==> src/rtl/memaccess.sv <==
// memaccess: pipeline memory-access stage between execute and writeback.
// Captures one instruction from execute, runs at most one load/store on the
// SRAM-like data port, aligns and extends load data, and registers the
// writeback controls and PC for the next stage.
//
// Data-port handshake: data_req is high for every cycle spent in REQ and all
// data_* fields are held constant for that whole time. The request is taken
// in the cycle data_addr_ok is high. The transaction then ends in the first
// cycle data_data_ok is high, which may be that same cycle. data_addr_ok only
// counts in REQ. data_data_ok only counts in REQ (together with data_addr_ok)
// or in WAIT.
module memaccess (
    input  logic        clk,
    input  logic        rst,
    input  logic        ex_valid,
    input  logic [31:0] ex_pc,
    input  logic        ex_inst_opreat,
    input  logic        mem_read,
    input  logic        mem_write,
    input  logic [1:0]  mem_size,
    input  logic        mem_signed,
    input  logic [31:0] mem_addr,
    input  logic [31:0] store_data,
    input  logic        ex_write_reg,
    input  logic [4:0]  ex_write_reg_address,
    input  logic [31:0] ex_result,
    input  logic        ex_write_hi,
    input  logic        ex_write_lo,
    input  logic [31:0] ex_hi_value,
    input  logic [31:0] ex_lo_value,
    output logic        am_stall,
    output logic        data_req,
    output logic        data_wr,
    output logic [1:0]  data_size,
    output logic [31:0] data_addr,
    output logic [31:0] data_wdata,
    input  logic        data_addr_ok,
    input  logic        data_data_ok,
    input  logic [31:0] data_rdata,
    output logic        write_reg,
    output logic [4:0]  write_reg_address,
    output logic [31:0] write_reg_value,
    output logic        write_hi,
    output logic        write_lo,
    output logic [31:0] write_hi_value,
    output logic [31:0] write_lo_value,
    output logic        inst_opreat,
    output logic [31:0] am_pc,
    output logic [1:0]  dbg_state
);

    typedef enum logic [1:0] {
        S_IDLE = 2'd0,
        S_REQ  = 2'd1,
        S_WAIT = 2'd2
    } state_t;

    state_t      r_state;
    state_t      w_next;

    // Captured instruction
    logic        r_read;
    logic        r_write;
    logic [1:0]  r_size;
    logic        r_signed;
    logic [31:0] r_addr;
    logic [31:0] r_sdata;
    logic        r_wreg;
    logic [4:0]  r_wreg_addr;
    logic [31:0] r_result;
    logic        r_whi;
    logic        r_wlo;
    logic [31:0] r_hi;
    logic [31:0] r_lo;
    logic        r_opreat;
    logic [31:0] r_pc;

    logic        w_accept;
    logic        w_is_mem;
    logic        w_alu_accept;
    logic        w_complete;
    logic [7:0]  w_byte;
    logic [15:0] w_half;
    logic [31:0] w_load_data;

    assign w_accept     = (r_state == S_IDLE) && ex_valid;
    assign w_is_mem     = mem_read || mem_write;
    assign w_alu_accept = w_accept && !w_is_mem;
    assign w_complete   = ((r_state == S_REQ) && data_addr_ok && data_data_ok) ||
                          ((r_state == S_WAIT) && data_data_ok);

    assign am_stall   = (r_state != S_IDLE);
    assign data_req   = (r_state == S_REQ);
    assign data_wr    = r_write;
    assign data_size  = r_size;
    assign data_addr  = r_addr;
    assign dbg_state  = r_state;

    // State register
    always_ff @(posedge clk) begin
        if (rst) r_state <= S_IDLE;
        else     r_state <= w_next;
    end

    // Next-state logic
    always_comb begin
        w_next = r_state;
        case (r_state)
            S_IDLE: if (w_accept && w_is_mem) w_next = S_REQ;
            S_REQ:  if (data_addr_ok) w_next = data_data_ok ? S_IDLE : S_WAIT;
            S_WAIT: if (data_data_ok) w_next = S_IDLE;
            default: w_next = S_IDLE;
        endcase
    end

    // Capture the presented instruction whenever the stage is free
    always_ff @(posedge clk) begin
        if (rst) begin
            r_read      <= 1'b0;
            r_write     <= 1'b0;
            r_size      <= 2'd0;
            r_signed    <= 1'b0;
            r_addr      <= 32'd0;
            r_sdata     <= 32'd0;
            r_wreg      <= 1'b0;
            r_wreg_addr <= 5'd0;
            r_result    <= 32'd0;
            r_whi       <= 1'b0;
            r_wlo       <= 1'b0;
            r_hi        <= 32'd0;
            r_lo        <= 32'd0;
            r_opreat    <= 1'b0;
            r_pc        <= 32'd0;
        end else if (w_accept) begin
            r_read      <= mem_read;
            r_write     <= mem_write;
            r_size      <= mem_size;
            r_signed    <= mem_signed;
            r_addr      <= mem_addr;
            r_sdata     <= store_data;
            r_wreg      <= ex_write_reg;
            r_wreg_addr <= ex_write_reg_address;
            r_result    <= ex_result;
            r_whi       <= ex_write_hi;
            r_wlo       <= ex_write_lo;
            r_hi        <= ex_hi_value;
            r_lo        <= ex_lo_value;
            r_opreat    <= ex_inst_opreat;
            r_pc        <= ex_pc;
        end
    end

    // Store data replicated across every lane the access may hit
    always_comb begin
        case (r_size)
            2'd0:    data_wdata = {4{r_sdata[7:0]}};
            2'd1:    data_wdata = {2{r_sdata[15:0]}};
            default: data_wdata = r_sdata;
        endcase
    end

    // Load lane selection and sign/zero extension
    always_comb begin
        w_byte = data_rdata[{r_addr[1:0], 3'b000} +: 8];
        w_half = data_rdata[{r_addr[1], 4'b0000} +: 16];
        case (r_size)
            2'd0:    w_load_data = {{24{r_signed & w_byte[7]}}, w_byte};
            2'd1:    w_load_data = {{16{r_signed & w_half[15]}}, w_half};
            default: w_load_data = data_rdata;
        endcase
    end

    // Writeback registers: ALU accept, memory completion, or bubble
    always_ff @(posedge clk) begin
        if (rst) begin
            write_reg         <= 1'b0;
            write_reg_address <= 5'd0;
            write_reg_value   <= 32'd0;
            write_hi          <= 1'b0;
            write_lo          <= 1'b0;
            write_hi_value    <= 32'd0;
            write_lo_value    <= 32'd0;
            inst_opreat       <= 1'b0;
            am_pc             <= 32'd0;
        end else if (w_alu_accept) begin
            write_reg         <= ex_write_reg;
            write_reg_address <= ex_write_reg_address;
            write_reg_value   <= ex_result;
            write_hi          <= ex_write_hi;
            write_lo          <= ex_write_lo;
            write_hi_value    <= ex_hi_value;
            write_lo_value    <= ex_lo_value;
            inst_opreat       <= ex_inst_opreat;
            am_pc             <= ex_pc;
        end else if (w_complete) begin
            write_reg         <= r_wreg;
            write_reg_address <= r_wreg_addr;
            write_reg_value   <= r_read ? w_load_data : r_result;
            write_hi          <= r_whi;
            write_lo          <= r_wlo;
            write_hi_value    <= r_hi;
            write_lo_value    <= r_lo;
            inst_opreat       <= r_opreat;
            am_pc             <= r_pc;
        end else begin
            write_reg   <= 1'b0;
            write_hi    <= 1'b0;
            write_lo    <= 1'b0;
            inst_opreat <= 1'b0;
        end
    end

endmodule

==> config.mk <==
export PLATFORM = sky130hd
export DESIGN_NAME = memaccess
export DESIGN_NICKNAME = d
export VERILOG_FILES = /design/src/rtl/memaccess.sv
export SDC_FILE = /design/constraint.sdc
export NUM_CORES = 1
export LEC_CHECK = 0
export CORE_MARGIN = 2
export CORE_UTILIZATION = 46
export CTS_CLUSTER_DIAMETER = 40
export CTS_CLUSTER_SIZE = 40
export DETAILED_ROUTE_END_ITERATION = 10
export PLACE_DENSITY_LB_ADDON = 0.15
export RECOVER_POWER = 50
export SYNTH_ARGS = -nofsm -noshare
export SYNTH_HDL_FRONTEND = slang
export SYNTH_SLANG_ARGS = --single-unit
==> constraint.sdc <==
create_clock -name clk -period 2.8 [get_ports clk]
set_input_delay 0.84 -clock clk [delete_from_list [all_inputs] [get_ports clk]]
set_output_delay 0.84 -clock clk [all_outputs]
set_load 0.02 [all_outputs]
==> metrics <==
Residual DRC=0; first-pass GRT wire length=74900 um; Sw Share=0.265; cell area after synthesis=roughly 14000 sq um; Comb pwr share=0.144; post-DR vias/cell=about 5.7; sw power=around 3.5 mW; area leader, netlist=dfxtp_1; Mean Syn Cell Area=8.12 sq um; grt total ovfl=0; fin. max-slew vios=0; I/O Buffers=between 400 and 500; sequential power share=0.402; CP Max Fanout=9; critical path's slowest cell=mux2_2; routability cong.=0.898; DR pass1 iterations=6; distinct cell type count after synthesis=47; final-report setup violation count=0; via count=around 14000; Starting Density=0.469; largest net degree at the start of global routing=approximately 110; cell-internal power=~10 mW; initial antenna violation count=8; CP max stage delay=~0.35 ns; Ports=roughly 450; worst skew pair latency=approximately 0.53 ns; RSZ-0062 raised after global routing=no; status=finished clean; period utilisation layout=0.966; worst slew pin tran=between 1 and 1.5 ns; share of layout cells above drive strength 1=0.0734; CTS tree=built; number of buffers and inverters on the critical path=2; DP HPWL=between 30000 and 40000 um; Setup WS post-layout=around 0.096 ns; Post-synth EDFFs=0; Sink Count=345; top cell type's share of synthesized area=0.494; worst-path cell chain=nor2_1 -> buf_4 -> mux2_2 -> dlygate4sd2_1; Std-Cell Rows=63; min Tclk post-route=2.70 ns; power share of the clock group=0.454; clock transition at the registers of the reported paths=roughly 0.06 ns; Max-slew headroom=0.0855; CTS Root Cell=clkbuf_16; Area Growth Syn to Fin=45.4%; Cells after Synth=~1700; dominant synthesized flop cell=dfxtp_1; crit path DAT=roughly 1.9 ns; total power divided by cell area=~650 nW/um^2; die width=~180 um; pre-CTS setup slack=-0.0193 ns; post-cts hold buffer count=0; final hold violations=0; CTS buffer count=45; Pwr Total=between 10 and 15 mW; die area=around 32000 sq um; Setup Skew=roughly 0.016 ns; routed wire length=49500 um; htree depth=2; vias in the first global route=around 14000; nets@finish=around 2300; CP required=1.96 ns; Syn Nets=1965; core area=approximately 30000 sq um; GRT Total Usage=0.298; DRT iter0 DRCs=~1200; max cap viols=0; WL/cell=between 15 and 20 um; Routed Antenna Nets=0; worst hold path class=reg2reg; CP top delay family=buffers and inverters; Max clock buf depth=3; die height=between 150 and 200 um; Max Clk Rate=approximately 0.37 GHz; top post-synthesis cells by area=dfxtp_1, nand2_1, a21oi_1, a22oi_1, nand3_1; leakage power=around 7.3 nW; worst vdd ir=0.523 mV; Async SR Flop Fraction=0; sequential area share after synthesis=0.494; #FFs+latches synth=~350; Syn. warnings=0; CP Class=reg2out; Worst Setup Start Kind=flip-flop; Crit. End Element=output port
[per-layer routing]
layer  share of wire  track usage  vias to the layer above
met5         0.00054            0                        -
met4           0.036        0.128                        4
met3           0.095       0.0895                      111
met2            0.48        0.482                      646
met1            0.39        0.367                     6889
li1                -            -                     6780
[kinds of logic after synthesis]
kind of cell | count (synthesis) | share of synthesized area
and+or+nand+nor | 627 | 0.188
AOI/OAI and AO/OA | 530 | 0.232
DFF | 345 | 0.494
buffers and inverters | 180 | 0.0557
muxes | 40 | 0.0302
[Yosys cell counts, types with 2 or more instances]
master and instances:
a2111oi_2 4, a21oi_1 313, a22o_1 15, a22oi_1 121, a31oi_1 27, and2_1 3
and3_1 4, buf_1 14, buf_2 35, buf_4 10, buf_6 3, clkbuf_1 111
dfxtp_1 345, inv_1 7, mux2_2 17, mux2i_1 23, nand2_1 441, nand2b_1 3
nand3_1 128, nand4b_1 4, nor2_1 17, nor2b_1 4, nor3_1 12, o2111ai_1 3
o211ai_1 10, o21ai_0 15, o221ai_1 8, o31a_1 2, o31ai_1 2, or2_2 2
or3_1 2, or3b_1 2
[placed cells by master (no fill, tap or decap), drive strengths merged, types with 12 or more instances in the layout]
master	n
nand2	441
clkdlybuf4s50	419
dfxtp	345
a21oi	313
nand3	128
a22oi	121
clkbuf	67
buf	34
a31oi	28
dlygate4sd2	25
mux2i	23
inv	20
nor2	18
mux2	17
a22o	15
o21ai	15
nor3	12
[power groups by stage]
| stage | registers, mW | clock network (mW) | logic [mW] |
|---|---|---|---|
| floorplan | 5.54 | 0 | 0.848 |
| global placement | 5.43 | 0 | 1.92 |
| detailed placement | 5.44 | 0 | 1.94 |
| CTS | 5.34 | 6.11 | 1.93 |
| global route | 5.37 | 6.33 | 2.06 |
| finish | 5.34 | 6.02 | 1.92 |
[through the flow]
| step | setup TNS, ns | util | cell area (sq um) | instances | hold WS [ns] |
|---|---|---|---|---|---|
| floorplan | 0 | - | 14000 | 1722 | 0.433 |
| detailed placement | -0.0363 | 0.631 | 18800 | 2433 | 0.443 |
| finish | 0 | 0.682 | 20300 | 2525 | 0.452 |
| global route | 0 | 0.682 | 20300 | 2520 | 0.468 |
| CTS | 0 | 0.684 | 20400 | 2515 | 0.450 |
| global placement | 0 | 0.631 | 18800 | 2433 | 0.439 |
[area by class of cell]
| class | instances | area [sq um] |
|---|---|---|
| clock buffer | 56 | 1250 |
| multi-input combinational | 1197 | 6320 |
| tap | 390 | 488 |
| fill | 2438 | 9470 |
| inverter | 7 | 26.3 |
| antenna | 10 | 25.0 |
| timing repair buffer | 494 | 4970 |
| sequential | 345 | 6910 |
| clock inverter | 26 | 342 |
[worst reg2reg max path: cells and delay by family, from the launching register on]
family | cells | cell delay, ns
buf+inv | 2 | 0.44
flops | 1 | 0.33
simple gates | 1 | 0.58
compound gates | 3 | 0.95
[final timing paths]
kind | from | to | slack, ns | depth (start not counted)
max | data_size[1]$_SDFFE_PP0P_ | data_wdata[8] | 0.1 | 4
min reg2reg | data_addr[28]$_SDFFE_PP0P_ | data_addr[28]$_SDFFE_PP0P_ | 0.45 | 2
max reg2reg | data_size[1]$_SDFFE_PP0P_ | write_reg_value[20]$_SDFFE_PP0P_ | 0.41 | 6
min | data_addr[28]$_SDFFE_PP0P_ | data_addr[28]$_SDFFE_PP0P_ | 0.45 | 2
[timing repair]
| item | in CTS | in global routing |
|---|---|---|
| gates resized for setup | 26 | 1 |
| buffers inserted | 0 | 0 |
| setup endpoints to repair | 25 | 1 |
(Power assumes the default switching activity.)
